### config.mk
export PLATFORM = sky130hd
export DESIGN_NAME = pc_sequencer_flat
export DESIGN_NICKNAME = d
export VERILOG_FILES = /design/src/rtl/pc_pkg.sv /design/src/rtl/pc_sequencer_if.sv /design/src/rtl/pc_ras.sv /design/src/rtl/pc_sequencer.sv /design/src/flat_wrapper.sv
export SDC_FILE = /design/constraint.sdc
export NUM_CORES = 1
export LEC_CHECK = 0
export CAP_MARGIN = 20
export CORE_UTILIZATION = 51
export DETAILED_ROUTE_END_ITERATION = 12
export HOLD_SLACK_MARGIN = 0.1
export PLACE_DENSITY = 0.77
export SYNTH_ARGS = -nofsm -noshare
export SYNTH_HDL_FRONTEND = slang
export SYNTH_SLANG_ARGS = --single-unit
### constraint.sdc
create_clock -name clk -period 3.45 [get_ports clk]
set_input_delay 1.035 -clock clk [delete_from_list [all_inputs] [get_ports clk]]
set_output_delay 1.035 -clock clk [all_outputs]
set_load 0.02 [all_outputs]
### src/rtl/pc_pkg.sv
// Shared definitions for the program-counter sequencer.
//   - next-PC select encodings (SEL_*)
//   - sequencer FSM state type
//   - branch offset helper: word offset to byte offset
package pc_pkg;

  localparam logic [2:0] SEL_SEQ = 3'd0;
  localparam logic [2:0] SEL_J   = 3'd1;
  localparam logic [2:0] SEL_BR  = 3'd2;
  localparam logic [2:0] SEL_JR  = 3'd3;
  localparam logic [2:0] SEL_JAL = 3'd4;
  localparam logic [2:0] SEL_RET = 3'd5;

  typedef enum logic [1:0] {
    StBoot = 2'd0,
    StRun  = 2'd1,
    StHalt = 2'd2
  } pc_state_e;

  // The result is signed.
  // A size cast at the use site sign-extends it to XLEN, or truncates it to XLEN.
  function automatic logic signed [33:0] br_offset(input logic [31:0] imm);
    return signed'({imm, 2'b00});
  endfunction

endpackage

### src/rtl/pc_sequencer_if.sv
// Control/fetch bundle of the PC sequencer.
//   master: control unit and fetch side; it drives sel, operands, halt/resume/exc and pc_ready.
//   slave : the sequencer; it drives pc, pc_valid, misaligned and ras_count.
interface pc_sequencer_if #(
  parameter int unsigned XLEN      = 32,
  parameter int unsigned RAS_DEPTH = 4
);
  localparam int unsigned CW = $clog2(RAS_DEPTH + 1);

  logic [2:0]      sel;
  logic [31:0]     immediate;
  logic [25:0]     jump_addr;
  logic [XLEN-1:0] reg_rs;
  logic            pc_ready;
  logic            halt;
  logic            resume;
  logic            exc;
  logic [XLEN-1:0] pc;
  logic            pc_valid;
  logic            misaligned;
  logic [CW-1:0]   ras_count;

  modport master (
    output sel, immediate, jump_addr, reg_rs, pc_ready, halt, resume, exc,
    input  pc, pc_valid, misaligned, ras_count
  );

  modport slave (
    input  sel, immediate, jump_addr, reg_rs, pc_ready, halt, resume, exc,
    output pc, pc_valid, misaligned, ras_count
  );
endinterface

### src/rtl/pc_ras.sv
// Circular return-address stack.
//   push/push_data : store a return address; when the stack is full, the oldest entry is overwritten
//   pop            : discard the top entry; the caller pops only when count != 0
//   top            : most recently pushed live entry
//   count          : live entries, saturating at RAS_DEPTH
module pc_ras #(
  parameter int unsigned RAS_DEPTH = 4,
  parameter int unsigned XLEN      = 32
) (
  input  logic                           clk,
  input  logic                           rst_n,
  input  logic                           push,
  input  logic                           pop,
  input  logic [XLEN-1:0]                push_data,
  output logic [XLEN-1:0]                top,
  output logic [$clog2(RAS_DEPTH+1)-1:0] count
);
  localparam int unsigned PW = $clog2(RAS_DEPTH);
  localparam int unsigned CW = $clog2(RAS_DEPTH + 1);
  localparam logic [CW-1:0] Full  = CW'(RAS_DEPTH);
  localparam logic [PW-1:0] PtrOne = PW'(1);
  localparam logic [CW-1:0] CntOne = CW'(1);

  logic [XLEN-1:0] mem_q [RAS_DEPTH];
  logic [PW-1:0]   ptr_q, ptr_d;   // next free slot; wraps naturally (power-of-two depth)
  logic [CW-1:0]   count_q, count_d;

  always_comb begin
    ptr_d   = ptr_q;
    count_d = count_q;
    if (push) begin
      ptr_d   = ptr_q + PtrOne;
      count_d = (count_q == Full) ? count_q : count_q + CntOne;
    end else if (pop && count_q != '0) begin
      ptr_d   = ptr_q - PtrOne;
      count_d = count_q - CntOne;
    end
  end

  always_ff @(posedge clk or negedge rst_n) begin
    if (!rst_n) begin
      ptr_q   <= '0;
      count_q <= '0;
    end else begin
      ptr_q   <= ptr_d;
      count_q <= count_d;
    end
  end

  // The storage array has no reset; contents beyond count are don't-care.
  always_ff @(posedge clk) begin
    if (push) mem_q[ptr_q] <= push_data;
  end

  assign top   = mem_q[ptr_q - PtrOne];
  assign count = count_q;

endmodule

### src/rtl/pc_sequencer.sv
// Program-counter sequencer with a fetch handshake, halt/resume control and a return-address stack.
//   clk, rst_n : clock; asynchronous active-low reset
//   bus        : pc_sequencer_if slave
//                inputs  sel, immediate, jump_addr, reg_rs, pc_ready, halt, resume, exc
//                outputs pc, pc_valid, misaligned, ras_count
// Edge priority: exc > misaligned target > halt > fire (fire = RUN && pc_ready).
module pc_sequencer
  import pc_pkg::*;
#(
  parameter int unsigned     XLEN         = 32,  // 32..64 supported
  parameter logic [XLEN-1:0] RESET_VECTOR = '0,
  parameter logic [XLEN-1:0] EXC_VECTOR   = XLEN'(32'h0000_0180),
  parameter int unsigned     RAS_DEPTH    = 4
) (
  input  logic         clk,
  input  logic         rst_n,
  pc_sequencer_if.slave bus
);
  localparam int unsigned CW = $clog2(RAS_DEPTH + 1);

  pc_state_e       state_q, state_d;
  logic [XLEN-1:0] pc_q, pc_d;
  logic            valid_q, valid_d;
  logic            mis_q, mis_d;

  logic [XLEN-1:0] p4, j_target, br_target, next_pc, ras_top;
  logic [CW-1:0]   ras_count;
  logic            indirect, want_push, want_pop, push, pop, fire;

  assign p4        = pc_q + XLEN'(4);
  assign j_target  = {p4[XLEN-1:28], bus.jump_addr, 2'b00};
  assign br_target = p4 + XLEN'(br_offset(bus.immediate));
  assign fire      = (state_q == StRun) && bus.pc_ready;

  // Target selection and RAS intent. Any effect occurs only when the FSM commits a fire.
  always_comb begin
    next_pc   = p4;
    indirect  = 1'b0;
    want_push = 1'b0;
    want_pop  = 1'b0;
    case (bus.sel)
      SEL_J:   next_pc = j_target;
      SEL_BR:  next_pc = br_target;
      SEL_JR: begin
        next_pc  = bus.reg_rs;
        indirect = 1'b1;
      end
      SEL_JAL: begin
        next_pc   = j_target;
        want_push = 1'b1;
      end
      SEL_RET: begin
        // An empty stack falls back to reg_rs.
        next_pc  = (ras_count != '0) ? ras_top : bus.reg_rs;
        indirect = 1'b1;
        want_pop = (ras_count != '0);
      end
      default: next_pc = p4;
    endcase
  end

  always_comb begin
    state_d = state_q;
    pc_d    = pc_q;
    mis_d   = 1'b0;
    push    = 1'b0;
    pop     = 1'b0;
    unique case (state_q)
      StBoot: state_d = StRun;
      StRun: begin
        if (bus.exc) begin
          pc_d = EXC_VECTOR;
        end else if (fire && indirect && next_pc[1:0] != 2'b00) begin
          // A rejected RET target still consumes its stack entry.
          pc_d  = EXC_VECTOR;
          mis_d = 1'b1;
          pop   = want_pop;
        end else if (bus.halt) begin
          state_d = StHalt;
        end else if (fire) begin
          pc_d = next_pc;
          push = want_push;
          pop  = want_pop;
        end
      end
      StHalt: begin
        if (bus.exc) begin
          pc_d    = EXC_VECTOR;
          state_d = StRun;
        end else if (bus.resume) begin
          state_d = StRun;
        end
      end
      default: state_d = StBoot;
    endcase
    valid_d = (state_d == StRun);
  end

  always_ff @(posedge clk or negedge rst_n) begin
    if (!rst_n) begin
      state_q <= StBoot;
      pc_q    <= RESET_VECTOR;
      valid_q <= 1'b0;
      mis_q   <= 1'b0;
    end else begin
      state_q <= state_d;
      pc_q    <= pc_d;
      valid_q <= valid_d;
      mis_q   <= mis_d;
    end
  end

  pc_ras #(
    .RAS_DEPTH (RAS_DEPTH),
    .XLEN      (XLEN)
  ) u_ras (
    .clk       (clk),
    .rst_n     (rst_n),
    .push      (push),
    .pop       (pop),
    .push_data (p4),
    .top       (ras_top),
    .count     (ras_count)
  );

  assign bus.pc         = pc_q;
  assign bus.pc_valid   = valid_q;
  assign bus.misaligned = mis_q;
  assign bus.ras_count  = ras_count;

endmodule
### src/flat_wrapper.sv
// flat-port wrapper written by rule: the top's interface ports become plain ports
module pc_sequencer_flat import pc_pkg::*;
#(
  parameter int unsigned     XLEN         = 32,                     
  parameter logic [XLEN-1:0] RESET_VECTOR = '0,
  parameter logic [XLEN-1:0] EXC_VECTOR   = XLEN'(32'h0000_0180),
  parameter int unsigned     RAS_DEPTH    = 4
)
  (clk, rst_n, bus_sel, bus_immediate, bus_jump_addr, bus_reg_rs, bus_pc_ready, bus_halt, bus_resume, bus_exc, bus_pc, bus_pc_valid, bus_misaligned, bus_ras_count);
  pc_sequencer_if #(.XLEN(XLEN), .RAS_DEPTH(RAS_DEPTH)) bus_i ();
  input  logic clk;
  input  logic rst_n;
  input wire logic [$bits(bus_i.sel)-1:0] bus_sel;
  input wire logic [$bits(bus_i.immediate)-1:0] bus_immediate;
  input wire logic [$bits(bus_i.jump_addr)-1:0] bus_jump_addr;
  input wire logic [$bits(bus_i.reg_rs)-1:0] bus_reg_rs;
  input wire logic [$bits(bus_i.pc_ready)-1:0] bus_pc_ready;
  input wire logic [$bits(bus_i.halt)-1:0] bus_halt;
  input wire logic [$bits(bus_i.resume)-1:0] bus_resume;
  input wire logic [$bits(bus_i.exc)-1:0] bus_exc;
  output wire logic [$bits(bus_i.pc)-1:0] bus_pc;
  output wire logic [$bits(bus_i.pc_valid)-1:0] bus_pc_valid;
  output wire logic [$bits(bus_i.misaligned)-1:0] bus_misaligned;
  output wire logic [$bits(bus_i.ras_count)-1:0] bus_ras_count;
  assign bus_i.sel = bus_sel;
  assign bus_i.immediate = bus_immediate;
  assign bus_i.jump_addr = bus_jump_addr;
  assign bus_i.reg_rs = bus_reg_rs;
  assign bus_i.pc_ready = bus_pc_ready;
  assign bus_i.halt = bus_halt;
  assign bus_i.resume = bus_resume;
  assign bus_i.exc = bus_exc;
  assign bus_pc = bus_i.pc;
  assign bus_pc_valid = bus_i.pc_valid;
  assign bus_misaligned = bus_i.misaligned;
  assign bus_ras_count = bus_i.ras_count;
  pc_sequencer #(.XLEN(XLEN), .RESET_VECTOR(RESET_VECTOR), .EXC_VECTOR(EXC_VECTOR), .RAS_DEPTH(RAS_DEPTH)) u_core (.clk(clk), .rst_n(rst_n), .bus(bus_i));
endmodule
==> impl_metrics.env, run 1 <==
export IMPL_status="finished with violations"
export IMPL_failed_checks="negative setup slack"
export IMPL_ys_ff_latch=169
export IMPL_cts_max_path_buffers=2
export IMPL_grt_busiest_layer="met2"
export IMPL_grt_use_met1=0.445
export IMPL_drv_cap=0
export IMPL_maxSlewHeadroom=0.533
export IMPL_synthDistinctLibCells=83
export IMPL_met2_usage=0.547
export IMPL_synth_top_area_share=0.363
export IMPL_cts_hold_buf=0
export IMPL_cp_top_family="compound AO/OA/AOI/OAI gates"
export IMPL_drtIter0Drc=1003
export IMPL_grt_max_degree=34
export IMPL_finalHoldViolCount=0
export IMPL_rsz0062_at_grt="yes"
export IMPL_ys_top_cells_by_count="128 x edfxtp_1, 85 x nand2_1, 80 x a21oi_1, 73 x nor2_1, 54 x o21ai_0"
export IMPL_slowest_stage="nor4_4"
export IMPL_r2r_end="u_core.bus.pc[30]"
export IMPL_critPathLaunchType="flop"
export IMPL_drive_gt1_frac=0.314
export IMPL_vias=9898
export IMPL_numCtsBuffers=17
export IMPL_synth_top_area_cell="edfxtp_1"
export IMPL_place_gp_congestion=0.921
export IMPL_die_y_um=146
export IMPL_synth_area_top_cells="edfxtp_1 36%, dfrtp_1 9.7%, mux4_2 6.8%"
export IMPL_rows=52
export IMPL_fmax_ghz=0.272
export IMPL_die_area_um2=21300
export IMPL_worstPathCellList="buf_6 -> nand4_4 -> nor4_4 -> buf_4 -> nand4_1 -> nor2_2 -> xor2_2 -> ha_4 -> a21oi_4 -> o21ai_2 -> o21bai_4 -> a221oi_2 -> o21ai_1 -> a31oi_1 -> xnor2_1 -> a211o_1"
export IMPL_grt_ovfl_total=0
export IMPL_placedCellCount=1535
export IMPL_crit_buf_inv=2
export IMPL_antenna_found_initial=0
export IMPL_fin_util=0.746
export IMPL_firstDrtPassIters=6
export IMPL_fin_area_um2=15100
export IMPL_worstRegToRegCells=16
export IMPL_drt_total_wl_mm=36.2
export IMPL_finalSetupViolCount=11
export IMPL_synth_net_count=1117
export IMPL_grt_pass1_wl_mm=53.2
export IMPL_skew_ns=0.0121
export IMPL_netlist_area_um2=10600
export IMPL_path_clk_slew_ns=0.08
export IMPL_async_flop_share=0.243
export IMPL_start_util=0.521
export IMPL_die_width_um=146
export IMPL_dpl_cell_area_um2=13700
export IMPL_final_max_slew_viol_count=0
export IMPL_slowest_delay_ns=0.43
export IMPL_synthToLayoutAreaGrowth_pct=43.1
export IMPL_synth_area_per_cell_um2=10.9
export IMPL_fin_hold_ws_ns=0.594
export IMPL_root_buffer="clkbuf_16"
export IMPL_finalNonFillerCells=1593
export IMPL_antenna_cells=0
export IMPL_ys_flop_type="edfxtp_1"
export IMPL_worstMarginPinSlew_ns=0.698
export IMPL_cts_sinks=169
export IMPL_setup_ws_ns=-0.224
export IMPL_place_ws_ns=-0.443
export IMPL_p_per_area_nw_per_um2=722
export IMPL_crit_start="u_core.bus.pc[6]"
export IMPL_drc=0
export IMPL_final_nets=1454
export IMPL_reg2reg_setup_slack_ns=-0.22
export IMPL_cts_tree="done"
export IMPL_core_area_um2=20300
export IMPL_final_min_clock_period_ns=3.67
export IMPL_synth_cells=973
export IMPL_worstPathArrival_ns=4.02
export IMPL_first_global_vias=9417
export IMPL_h_tree_depth=4
export IMPL_dp_hpwl_mm=25.3
export IMPL_synthMostInstantiatedCell="edfxtp_1"
export IMPL_yosys_warnings=0
export IMPL_vdd_drop_max_mv=0.424
export IMPL_endpoint_kind="flop"
export IMPL_crit_type="reg2reg"
export IMPL_cp_data_required_time_ns=3.79
export IMPL_grt_util_met3=0.0494
export IMPL_endpoint="u_core.bus.pc[30]"
export IMPL_clock_latency_ns=0.45
export IMPL_r2r_start="u_core.bus.pc[6]"
export IMPL_crit_cells=16
export IMPL_routed_via_density=6.21
export IMPL_io_pins=136
export IMPL_min_period_over_period=1.06
export IMPL_wl_per_cell_um=22.7
export IMPL_p_leak_nw=6.03
export IMPL_detail_route_antenna_nets=0
export IMPL_crit_fanout=3
export IMPL_ys_seq_area_frac=0.460
export IMPL_portBuffers=133
export IMPL_synth_edf_count=128
export IMPL_hp_class="in2async"
export IMPL_grt_usage=0.334
-- worst min-delay path by stage --
stage,depth (start not counted),start,endpoint
5_1_grt,1,rst_n,u_core.state_q[0]
2_1_floorplan,0,u_core.bus.pc[0],u_core.u_ras.mem_q[0][0]
6_report,1,rst_n,u_core.u_ras.count[1]
3_5_place_dp,1,u_core.u_ras.count[2],u_core.u_ras.count[2]
4_1_cts,1,rst_n,u_core.state_q[0]
3_3_place_gp,1,u_core.u_ras.count[2],u_core.u_ras.count[2]
-- cells in the final DEF, fill, tap and decap left out, drive strengths merged, types with 36 or more instances in the layout --
cell           Yosys  layout
a21oi             83      83
buf               32     238
clkdlybuf4s50      0     131
dfrtp             41      41
edfxtp           128     128
ha                43      43
inv               27      36
nand2             86      86
nor2              75      75
o21ai             66      66
-- cell families (layout without fill, tap and decap cells) --
group / Yosys count / in the layout / synth area share
adders and majority gates: 49 / 49 / 0.0584
AOI/OAI and AO/OA: 273 / 273 / 0.169
and+or+nand+nor: 284 / 284 / 0.132
buffers and inverters: 78 / 428 / 0.0337
muxes: 69 / 69 / 0.104
DFF: 169 / 169 / 0.460
xor gates and xnor gates: 51 / 51 / 0.0429
-- worst reg2reg max path, delay by kind of cell, from the launching register on --
family	cells	cell delay [ns]
AO/OA/AOI/OAI	7	1.23
XOR/XNOR	2	0.40
adder cells (fa/ha/maj)	1	0.27
buffers and inverters	2	0.30
flip-flops	1	0.39
AND/OR/NAND/NOR	4	0.97
-- flip-flops by register name (all words and copies together), names as in the netlist --
signal / count
u_core.bus.misaligned: 1
u_core.bus.pc: 32
u_core.bus.pc_valid: 1
u_core.state_q: 2
u_core.u_ras.count: 3
u_core.u_ras.mem_q: 128
u_core.u_ras.ptr_q: 2
-- stage by stage --
step	TNS (ns)	power, mW
after global routing	-2.28	11.4
after floorplan	-0.0555	5.99
after detailed placement	-5.06	8.23
final	-1.22	10.9
after global placement	-4.83	8.15
after CTS	-0.418	10.4
-- metal layers --
layer / share of wire / vias to the layer above
met4: 0.043 / 0
met1: 0.40 / 4814
met2: 0.48 / 593
met5: 0 / -
li1: - / 4380
met3: 0.086 / 111
-- final cells by class --
type                            count  area [um2]
Multi-Input combinational cell    726        5930
Clock inverter                     15         191
Fill cell                        1393        5160
Inverter                           27         101
Timing Repair Buffer              369        3270
Clock buffer                       17         425
Tap cell                          270         338
Sequential cell                   169        4880
-- what timing repair did --
item                                    4_1_cts  5_1_grt
pin swaps                                    25       66
cloned                                        0        0
setup buffers                                 9       18
endpoints found under the setup margin       14       21
gates resized for setup                      44       75
-- power breakdown --
part,switching (mW),internal [mW]
clock,0.998,0.997
sequential,0.268,2.52
combinational,3.17,2.97
(Power assumes the default switching activity.)
==> inputs of run 2 (changes only) <==
PLACE_DENSITY = 0.74   (was 0.77)
==> run 2 against run 1 <==
Net effect: the run still ends with negative setup slack left; register-to-register slack better by 0.07 ns; utilization up 0.15 points; worst setup slack better by 0.072 ns; clock-buffer cell count unchanged; clock skew up 0.0014 ns; first-iteration DRC count up 0.80%; wire length up 0.74%; global-route usage up 0.37 points.
==> impl_metrics.env, run 2 (synthesized netlist as in run 1, its figures left out) <==
export IMPL_crit_fanout=3
export IMPL_critPathLaunchType="flop"
export IMPL_largest_reg_flops=128
export IMPL_seqPwrFrac=0.256
export IMPL_hp_start="u_core.u_ras.count[2]"
export IMPL_cp_data_required_time_ns=3.76
export IMPL_r2r_end="u_core.bus.pc[29]"
export IMPL_dpl_cell_area_um2=13600
export IMPL_maxSlewHeadroom=0.479
export IMPL_drtIter0Drc=1011
export IMPL_p_comb_frac=0.565
export IMPL_vias=9912
export IMPL_die_y_um=146
export IMPL_hold_path_end="u_core.u_ras.count[2]"
export IMPL_drc=0
export IMPL_cts_sinks=169
export IMPL_routed_via_density=6.24
export IMPL_antenna_found_initial=1
export IMPL_endpoint_kind="flop"
export IMPL_grt_ovfl_total=0
export IMPL_cts_max_path_buffers=2
export IMPL_drt_total_wl_mm=36.4
export IMPL_core_area_um2=20300
export IMPL_die_area_um2=21300
export IMPL_fmax_ghz=0.278
export IMPL_worstMarginPinSlew_ns=0.782
export IMPL_rows=52
export IMPL_synthToLayoutAreaGrowth_pct=43.4
export IMPL_fin_util=0.747
export IMPL_io_pins=136
export IMPL_final_nets=1449
export IMPL_final_common_cell="buf_4"
export IMPL_root_buffer="clkbuf_16"
export IMPL_firstDrtPassIters=8
export IMPL_final_min_clock_period_ns=3.60
export IMPL_cp_common_cell="buf_4"
export IMPL_dp_hpwl_mm=25.5
export IMPL_place_gp_congestion=0.963
export IMPL_grt_max_degree=40
export IMPL_final_max_slew_viol_count=0
export IMPL_rsz0062_at_grt="yes"
export IMPL_path_clk_slew_ns=0.07
export IMPL_r2r_start="u_core.bus.pc[7]"
export IMPL_wl_per_cell_um=22.9
export IMPL_cts_hold_buf=0
export IMPL_worstPathArrival_ns=3.91
export IMPL_clock_latency_ns=0.44
export IMPL_failed_checks="negative setup slack"
export IMPL_h_tree_depth=4
export IMPL_worstPathCellList="buf_6 -> nand4_4 -> buf_4 -> nor3_4 -> nand2_1 -> xnor2_1 -> ha_1 -> buf_4 -> inv_1 -> a211o_4 -> o21ai_4 -> nand4_1 -> a31oi_1 -> xor2_1 -> a221o_1"
export IMPL_p_leak_nw=6.01
export IMPL_min_period_over_period=1.04
export IMPL_power_internal_mw=6.58
export IMPL_finalSetupViolCount=4
export IMPL_crit_type="reg2reg"
export IMPL_grt_pass1_wl_mm=53.7
export IMPL_top_register="u_core.u_ras.mem_q"
export IMPL_finalHoldViolCount=0
export IMPL_die_width_um=146
export IMPL_mostFrequentLayoutCells="208 x buf_4, 130 x clkdlybuf4s50_1, 128 x edfxtp_1, 80 x nand2_1, 70 x a21oi_1"
export IMPL_skew_ns=0.0135
export IMPL_p_sw_frac=0.399
export IMPL_cts_tree="done"
export IMPL_reg2reg_setup_slack_ns=-0.15
export IMPL_power_switching_mw=4.38
export IMPL_fin_area_um2=15200
export IMPL_power_mw=11.0
export IMPL_vdd_drop_max_mv=0.442
export IMPL_setup_ws_ns=-0.152
export IMPL_first_global_vias=9618
export IMPL_grt_usage=0.337
export IMPL_portBuffers=133
export IMPL_p_per_area_nw_per_um2=722
export IMPL_clkPwrFrac=0.179
export IMPL_slowest_delay_ns=0.41
export IMPL_drive_gt1_frac=0.325
export IMPL_hp_class="reg2reg"
export IMPL_hold_depth=1
export IMPL_worstRegToRegCells=15
export IMPL_detail_route_antenna_nets=0
export IMPL_drv_cap=0
export IMPL_numCtsBuffers=17
export IMPL_slowest_stage="dfrtp_2"
export IMPL_start_util=0.521
export IMPL_status="finished with violations"
## run 2: changes by cell type in the layout (fill, tap and decap cells not counted), sizes merged
cell / delta
inv: -3
buf: -4
clkdlybuf4s50: -1
clkinvlp: +2
bufinv: +1
diode: +1
## run 2: timing repair
item,in CTS,in global routing
gates resized for setup,55,71
endpoints found under the hold margin,0,0
pin swaps,38,67
setup endpoints to repair,14,18
buffers inserted,17,16
## run 2: worst max-delay path by stage
stage / from / endpoint / slack (ns) / cells after the start
detailed placement: bus_immediate[0] / u_core.bus.pc[28] / -0.50 / 12
floorplan: u_core.bus.pc[3] / u_core.bus.pc[29] / -0.04 / 15
global route: u_core.bus.pc[7] / u_core.bus.pc[30] / -0.25 / 16
CTS: u_core.bus.pc[6] / u_core.bus.pc[26] / -0.04 / 16
global placement: bus_immediate[0] / u_core.bus.pc[28] / -0.47 / 12
finish: u_core.bus.pc[7] / u_core.bus.pc[29] / -0.15 / 15
## run 2: critical path: cells and delay by family, from the launching register on
kind / cells / cell delay [ns]
buffers and inverters: 4 / 0.48
AND/OR/NAND/NOR: 4 / 0.69
flip-flops: 1 / 0.41
adder cells (fa/ha/maj): 1 / 0.33
AO/OA/AOI/OAI: 4 / 1.14
XOR/XNOR: 2 / 0.43
## run 2: through the flow
stage / setup WS, ns / instances / TNS (ns) / hold slack, ns
4_1_cts: -0.0439 / 1573 / -0.0948 / 0.608
2_1_floorplan: -0.0375 / 973 / -0.0555 / 0.539
6_report: -0.152 / 1589 / -0.392 / 0.600
5_1_grt: -0.254 / 1588 / -1.76 / 0.658
3_5_place_dp: -0.496 / 1524 / -5.31 / 0.571
3_3_place_gp: -0.467 / 1524 / -4.50 / 0.560
## run 2: metal layers
| metal | vias up | track usage | share of wire |
|---|---|---|---|
| li1 | 4383 | - | - |
| met1 | 4821 | 0.436 | 0.39 |
| met2 | 597 | 0.562 | 0.48 |
| met3 | 111 | 0.0572 | 0.086 |
| met4 | 0 | 0.146 | 0.039 |
| met5 | - | 0 | 0 |
## run 2: layout make-up
class	instances	area [um2]
multi-input cells	726	6000
fillers	1407	5130
flip-flops and latches	169	4880
repair buffers	364	3240
clock buffers	17	425
well taps	270	338
clock inverters	15	180
inverters	27	101
diodes	1	2.50
## run 2: power groups by stage
stage	clock network (mW)	logic (mW)	registers, mW
6_report	1.97	6.19	2.80
3_3_place_gp	0	5.38	2.81
3_5_place_dp	0	5.45	2.81
4_1_cts	1.97	5.76	2.78
2_1_floorplan	0	3.04	2.95
5_1_grt	2.05	6.55	2.82
